### config.mk
export PLATFORM = sky130hd
export DESIGN_NAME = fft_butterfly_scheduler
export DESIGN_NICKNAME = d
export VERILOG_FILES = /design/src/rtl/fft_ctrl_pkg.sv /design/src/rtl/fft_bfly_addr_gen.sv /design/src/rtl/fft_butterfly_scheduler.sv
export SDC_FILE = /design/constraint.sdc
export NUM_CORES = 1
export LEC_CHECK = 0
export ABC_AREA = 1
export CAP_MARGIN = 20
export CORE_ASPECT_RATIO = 0.5
export CORE_MARGIN = 8
export CORE_UTILIZATION = 40
export DETAILED_ROUTE_END_ITERATION = 10
export PLACE_DENSITY_LB_ADDON = 0.2
export REMOVE_ABC_BUFFERS = 1
export SLEW_MARGIN = 25
export SYNTH_ARGS = -nofsm -noshare
export SYNTH_HDL_FRONTEND = slang
export SYNTH_SLANG_ARGS = --single-unit
### constraint.sdc
create_clock -name clk -period 7.85 [get_ports clk]
set_clock_uncertainty 0.05 [all_clocks]
set_input_delay 2.355 -clock clk [delete_from_list [all_inputs] [get_ports clk]]
set_output_delay 2.355 -clock clk [all_outputs]
set_load 0.05 [all_outputs]
### src/rtl/fft_ctrl_pkg.sv
// Shared encodings for the FFT control slice: butterfly variants, scheduler
// states and the 24-bit unified data word layout.
package fft_ctrl_pkg;

  localparam logic [1:0] BF_FP8       = 2'b00;
  localparam logic [1:0] BF_FP4       = 2'b01;
  localparam logic [1:0] BF_8ADD_4MUL = 2'b10;
  localparam logic [1:0] BF_4ADD_8MUL = 2'b11;

  localparam int unsigned STAGE_W = 4;
  localparam int unsigned MODE_W  = 2;
  localparam int unsigned DRAIN_W = 2;

  localparam int unsigned WORD_W = 24;
  localparam int unsigned RE_LSB = 0;
  localparam int unsigned RE_W   = 12;
  localparam int unsigned IM_LSB = 12;
  localparam int unsigned IM_W   = 12;

  typedef struct packed {
    logic [IM_W-1:0] im;
    logic [RE_W-1:0] re;
  } cplx_word_t;

  typedef enum logic [1:0] {
    ST_IDLE  = 2'd0,
    ST_ISSUE = 2'd1,
    ST_DRAIN = 2'd2,
    ST_DONE  = 2'd3
  } fsm_state_e;

endpackage

### src/rtl/fft_bfly_addr_gen.sv
// Combinational radix-2 DIT address generator: (stage, k) -> A/B operand
// addresses and the twiddle ROM index for that butterfly.
module fft_bfly_addr_gen
  import fft_ctrl_pkg::*;
#(
  parameter int unsigned LOG2N = 5
) (
  input  logic [STAGE_W-1:0] stage,
  input  logic [LOG2N-2:0]   k,
  output logic [LOG2N-1:0]   addr_a_c,
  output logic [LOG2N-1:0]   addr_b_c,
  output logic [LOG2N-2:0]   tw_addr_c
);

  localparam int unsigned AW = LOG2N;
  localparam int unsigned TW = LOG2N - 1;

  logic [AW-1:0]      k_ext;
  logic [AW-1:0]      half;
  logic [AW-1:0]      low;
  logic [AW-1:0]      high;
  logic [STAGE_W-1:0] tw_sh;

  // Group index goes above the span bit; position within the group below it.
  always_comb begin
    k_ext     = AW'(k);
    half      = AW'(1) << stage;
    low       = k_ext & (half - AW'(1));
    high      = (k_ext >> stage) << (stage + STAGE_W'(1));
    addr_a_c  = high | low;
    addr_b_c  = addr_a_c | half;
    tw_sh     = STAGE_W'(TW) - stage;
    tw_addr_c = TW'(low) << tw_sh;
  end

endmodule

### src/rtl/fft_butterfly_scheduler.sv
// Sequences one in-place radix-2 DIT FFT: issues butterfly reads stage by
// stage and replays them as write-backs after the fixed read latency.
module fft_butterfly_scheduler
  import fft_ctrl_pkg::*;
#(
  parameter int unsigned LOG2N  = 5,
  parameter int unsigned RD_LAT = 1
) (
  input  logic                 clk,
  input  logic                 rst_n,
  input  logic                 start,
  input  logic                 abort,
  input  logic [2*LOG2N-1:0]   mode_cfg,
  output logic                 rd_en,
  output logic [LOG2N-1:0]     rd_addr_a,
  output logic [LOG2N-1:0]     rd_addr_b,
  output logic [LOG2N-2:0]     tw_addr,
  output logic                 wr_en,
  output logic [LOG2N-1:0]     wr_addr_a,
  output logic [LOG2N-1:0]     wr_addr_b,
  output logic [1:0]           bfly_mode,
  output logic [STAGE_W-1:0]   stage_idx,
  output logic                 busy,
  output logic                 done
);

  localparam int unsigned AW    = LOG2N;
  localparam int unsigned KW    = LOG2N - 1;
  localparam int unsigned CFG_W = 2 * LOG2N;

  localparam logic [KW-1:0]      K_LAST     = '1;
  localparam logic [STAGE_W-1:0] STAGE_LAST = STAGE_W'(LOG2N - 1);
  localparam logic [DRAIN_W-1:0] DRAIN_LAST = DRAIN_W'(RD_LAT - 1);

  fsm_state_e         state, state_n;
  logic [KW-1:0]      k, k_n;
  logic [STAGE_W-1:0] stage_n;
  logic [DRAIN_W-1:0] drain, drain_n;
  logic [CFG_W-1:0]   mode_q, mode_n;
  logic               abort_act_c;

  logic               rd_en_d, busy_d, done_d;
  logic [MODE_W-1:0]  rd_mode, rd_mode_d;
  logic [AW-1:0]      addr_a_c, addr_b_c;
  logic [KW-1:0]      tw_c;

  logic               pv [RD_LAT];
  logic [AW-1:0]      pa [RD_LAT];
  logic [AW-1:0]      pb [RD_LAT];
  logic [MODE_W-1:0]  pm [RD_LAT];

  assign abort_act_c = abort && (state != ST_IDLE);

  fft_bfly_addr_gen #(.LOG2N(LOG2N)) u_addr_gen (
    .stage     (stage_n),
    .k         (k_n),
    .addr_a_c  (addr_a_c),
    .addr_b_c  (addr_b_c),
    .tw_addr_c (tw_c)
  );

  // State, counters and registered issue-side outputs.
  always_ff @(posedge clk or negedge rst_n) begin
    if (!rst_n) begin
      state     <= ST_IDLE;
      k         <= '0;
      drain     <= '0;
      mode_q    <= '0;
      stage_idx <= '0;
      rd_en     <= 1'b0;
      rd_addr_a <= '0;
      rd_addr_b <= '0;
      tw_addr   <= '0;
      rd_mode   <= '0;
      busy      <= 1'b0;
      done      <= 1'b0;
    end else begin
      state     <= state_n;
      k         <= k_n;
      drain     <= drain_n;
      mode_q    <= mode_n;
      stage_idx <= stage_n;
      rd_en     <= rd_en_d;
      rd_addr_a <= addr_a_c;
      rd_addr_b <= addr_b_c;
      tw_addr   <= tw_c;
      rd_mode   <= rd_mode_d;
      busy      <= busy_d;
      done      <= done_d;
    end
  end

  always_comb begin
    state_n = state;
    k_n     = k;
    stage_n = stage_idx;
    drain_n = drain;
    mode_n  = mode_q;
    unique case (state)
      ST_IDLE: begin
        stage_n = '0;
        k_n     = '0;
        if (start && !abort) begin
          mode_n  = mode_cfg;
          state_n = ST_ISSUE;
        end
      end
      ST_ISSUE: begin
        if (k == K_LAST) begin
          drain_n = '0;
          state_n = ST_DRAIN;
        end else begin
          k_n = k + KW'(1);
        end
      end
      ST_DRAIN: begin
        // Next stage waits until every write of this stage has landed.
        if (drain == DRAIN_LAST) begin
          if (stage_idx == STAGE_LAST) begin
            state_n = ST_DONE;
          end else begin
            stage_n = stage_idx + STAGE_W'(1);
            k_n     = '0;
            state_n = ST_ISSUE;
          end
        end else begin
          drain_n = drain + DRAIN_W'(1);
        end
      end
      ST_DONE: begin
        stage_n = '0;
        state_n = ST_IDLE;
      end
      default: state_n = ST_IDLE;
    endcase
    if (abort_act_c) begin
      state_n = ST_IDLE;
      stage_n = '0;
      k_n     = '0;
    end
  end

  always_comb begin
    rd_en_d   = (state_n == ST_ISSUE);
    busy_d    = (state_n != ST_IDLE);
    done_d    = (state_n == ST_DONE);
    rd_mode_d = MODE_W'(mode_n >> {stage_n, 1'b0});
  end

  // Write-back delay line; abort drops everything in flight.
  always_ff @(posedge clk or negedge rst_n) begin
    if (!rst_n) begin
      for (int i = 0; i < RD_LAT; i++) begin
        pv[i] <= 1'b0;
        pa[i] <= '0;
        pb[i] <= '0;
        pm[i] <= '0;
      end
    end else begin
      pv[0] <= rd_en && !abort_act_c;
      pa[0] <= rd_addr_a;
      pb[0] <= rd_addr_b;
      if (rd_en && !abort_act_c) pm[0] <= rd_mode;
      for (int i = 1; i < RD_LAT; i++) begin
        pv[i] <= pv[i-1] && !abort_act_c;
        pa[i] <= pa[i-1];
        pb[i] <= pb[i-1];
        if (pv[i-1] && !abort_act_c) pm[i] <= pm[i-1];
      end
    end
  end

  assign wr_en     = pv[RD_LAT-1];
  assign wr_addr_a = pa[RD_LAT-1];
  assign wr_addr_b = pb[RD_LAT-1];
  assign bfly_mode = pm[RD_LAT-1];

endmodule

==> flow_metrics.env <==
export IMPL_yosysWarnings=0
export IMPL_crit_fanout=19
export IMPL_clk_latency_ns=0.30
export IMPL_drtAntennaViolNets=0
export IMPL_nets=423
export IMPL_dp_slack_ns=2.84
export IMPL_synth_top_cell_area_share_pct=46.9
export IMPL_wirelength_met1_um=3680
export IMPL_power_density_nw_per_um2=417
export IMPL_startpoint_type="input port"
export IMPL_holdPathStages=0
export IMPL_grt_max_degree=55
export IMPL_grt_pass1_vias=2259
export IMPL_setup_ws_ns=3.12
export IMPL_wl_per_cell_um=14.1
export IMPL_cp_end_kind="flop"
export IMPL_antenna_found_initial=0
export IMPL_finalNonFillerCells=489
export IMPL_r2r_start="state[1]$_DFF_PN0_"
export IMPL_synth_seq_cells=54
export IMPL_dieArea_um2=10300
export IMPL_wl_um=6910
export IMPL_maxCapViolCount=0
export IMPL_gp_congestion=0.878
export IMPL_relSlewSlack_pct=45.8
export IMPL_vias=2399
export IMPL_viasPerCell=4.91
export IMPL_cts_sinks=54
export IMPL_setup_violations_final=0
export IMPL_leakagePower_uw=0.00183
export IMPL_path_buf_inv=3
export IMPL_critical_path_class="input port to flop"
export IMPL_total_power_uw=1500
export IMPL_cp_depth=16
export IMPL_cts_max_path_buffers=2
export IMPL_root_buffer="clkbuf_16"
export IMPL_reg2reg_depth=18
export IMPL_ios=48
export IMPL_synth_cell_type_count=33
export IMPL_rsz0062_at_grt="false"
export IMPL_worstSetupStartpoint="abort"
export IMPL_fin_crit_ns=4.73
export IMPL_h_tree_depth=2
export IMPL_path_cells="clkdlybuf4s50_1 > inv_1 > nor2_2 > nor2_8 > nand2_4 > inv_2 > ha_1 > nand3_1 > ha_1 > nor2_1 > nand2_1 > nand2_1 > nand2_1 > nand2_1 > nand2_1 > a21oi_1"
export IMPL_start_util_pct=40.3
export IMPL_dr_wl_met2_um=2440
export IMPL_synthTopCellsByArea="dfrtp_1 47%, nand2_1 13%, ha_1 6.9%, nand3_1 6.4%, inv_1 6.0%"
export IMPL_slowest_delay_ns=0.45
export IMPL_tns_ns=0
export IMPL_firstDrtPassIters=4
export IMPL_worst_slew_pin_slew_ns=0.809
export IMPL_syn_inst=342
export IMPL_cts_hold_buffers=0
export IMPL_yosysSeqAreaShare_pct=46.9
export IMPL_required_ns=8.02
export IMPL_yosys_area_top_type="dfrtp_1"
export IMPL_core_area_um2=7160
export IMPL_die_h_um=76.0
export IMPL_met3_length_um=714
export IMPL_drive_above_1_share_pct=9.67
export IMPL_status="finished clean"
export IMPL_report_final_slew_viol_count=0
export IMPL_grt_overflow_total=0
export IMPL_grt_first_pass_wirelength_um=11500
export IMPL_portBuffers=47
export IMPL_drt_iter0_markers=179
export IMPL_path_delay_family="simple AND/OR/NAND/NOR gates"
export IMPL_syn_avg_cell_area_um2=8.43
export IMPL_post_cts_buffers=0
export IMPL_cp_common_cell="nand2_1"
export IMPL_fin_crit_sh_pct=60.3
export IMPL_cp_arrival_ns=4.91
export IMPL_synth_area_um2=2880
export IMPL_crit_slowest_cell="clkdlybuf4s50_1"
export IMPL_synthToLayoutAreaGrowth_pct=24.6
export IMPL_cts_tree="done"
export IMPL_vdd_ir_drop_max_mv=0.171
export IMPL_cts_buffers=5
export IMPL_cts_resized=0
export IMPL_fin_util_pct=50.2
export IMPL_timing_fmax_ghz=0.211
export IMPL_min_from="rd_addr_b[0]$_DFF_PN0_"
export IMPL_clkTransAtPathRegs_ns=0.06
export IMPL_track_usage_pct=13.9
export IMPL_num_rows=22
export IMPL_dp_cells=482
export IMPL_min_path_type="flop to flop"
export IMPL_dp_hpwl_um=5190
export IMPL_num_antenna_cells=0
export IMPL_die_width_um=136
export IMPL_hold_viol_final=0
export IMPL_routed_top_layer="met4"
export IMPL_drc=0
[state kept, by name, summed over array words and instances (netlist names), 2 cells and up]
register / cells
state: 2
wr_addr_b: 5
mode_q: 10
k: 4
bfly_mode: 2
wr_addr_a: 5
drain: 2
tw_addr: 4
stage_idx: 4
rd_addr_b: 5
rd_addr_a: 5
rd_mode: 2
[path summary, 6_finish.rpt]
check	to	slack [ns]
max in group asynchronous	mode_q[1]$_DFF_PN0_	5.17
setup / recovery	tw_addr[3]$_DFF_PN0_	3.12
hold / removal	wr_addr_b[0]$_DFF_PN0_	0.32
setup reg to reg	tw_addr[3]$_DFF_PN0_	4.55
min in group asynchronous	drain[0]$_DFFE_PN0P_	2.11
hold reg to reg	wr_addr_b[0]$_DFF_PN0_	0.32
[cells in the final DEF (no fill, tap or decap), types with 3 or more instances in the layout]
cell               n
o211ai_1           6
o21ai_0           12
nor2_2             4
nor3_1             3
or2_2              3
ha_1              16
nor2_1            15
nand2_2            3
dfrtp_1           54
inv_2              3
clkbuf_16          5
nand3_1           37
inv_1             46
nand3_2            3
clkdlybuf4s50_1   46
nand2_1          101
a21oi_1            8
nand2_4            3
nand4_1            3
[cells by family after synthesis]
logic type,count (synthesis),share of synthesized area [%]
fa+ha+maj,16,6.95
simple gates,181,30.1
compound gates,34,7.64
flops,54,46.9
mux,2,0.695
buf+inv,55,7.73
[where the power goes]
part | switching [uW] | internal (uW) | leakage, uW | total, uW
sequential | 37.7 | 370 | 0.000700 | 407
combinational | 600 | 277 | 0.00106 | 877
clock | 97.7 | 116 | 0.0000619 | 214
[area by class of cell]
class | count | area [um2]
Timing Repair Buffer | 48 | 473
Sequential cell | 54 | 1350
Inverter | 51 | 198
Clock buffer | 5 | 125
Fill cell | 688 | 3570
Clock inverter | 2 | 15.0
Tap cell | 96 | 120
Multi-Input combinational cell | 233 | 1310
[synth_stat cells, drive strengths merged]
cell type / instances
a21oi: 10
a31oi: 2
and2: 1
buf: 4
clkinv: 1
dfrtp: 54
ha: 16
inv: 50
mux2i: 2
nand2: 107
nand3: 41
nand4: 3
nor2: 23
nor3: 3
o2111ai: 1
o211ai: 7
o21a: 1
o21ai: 12
o221ai: 1
or2: 3
[worst reg2reg max path: cells and delay by family (launching register included)]
kind                       cells  cell delay [ns]
and+or+nand+nor               12             1.26
AOI/OAI and AO/OA              1             0.10
adders and majority gates      3             0.91
buffers and inverters          2             0.45
DFF                            1             0.45
[layer usage]
layer	vias up	global-route usage, %
li1	1194	-
met1	1100	21.8
met2	97	16.9
met3	8	4.80
met4	0	3.92
met5	-	0
[stage by stage]
step,area [um2],hold WS [ns]
6_report,3590,0.324
5_1_grt,3590,0.343
4_1_cts,3590,0.326
3_5_place_dp,3450,0.312
3_3_place_gp,3450,0.310
2_1_floorplan,2860,0.368
No activity file was read; power rests on OpenSTA's default activity.
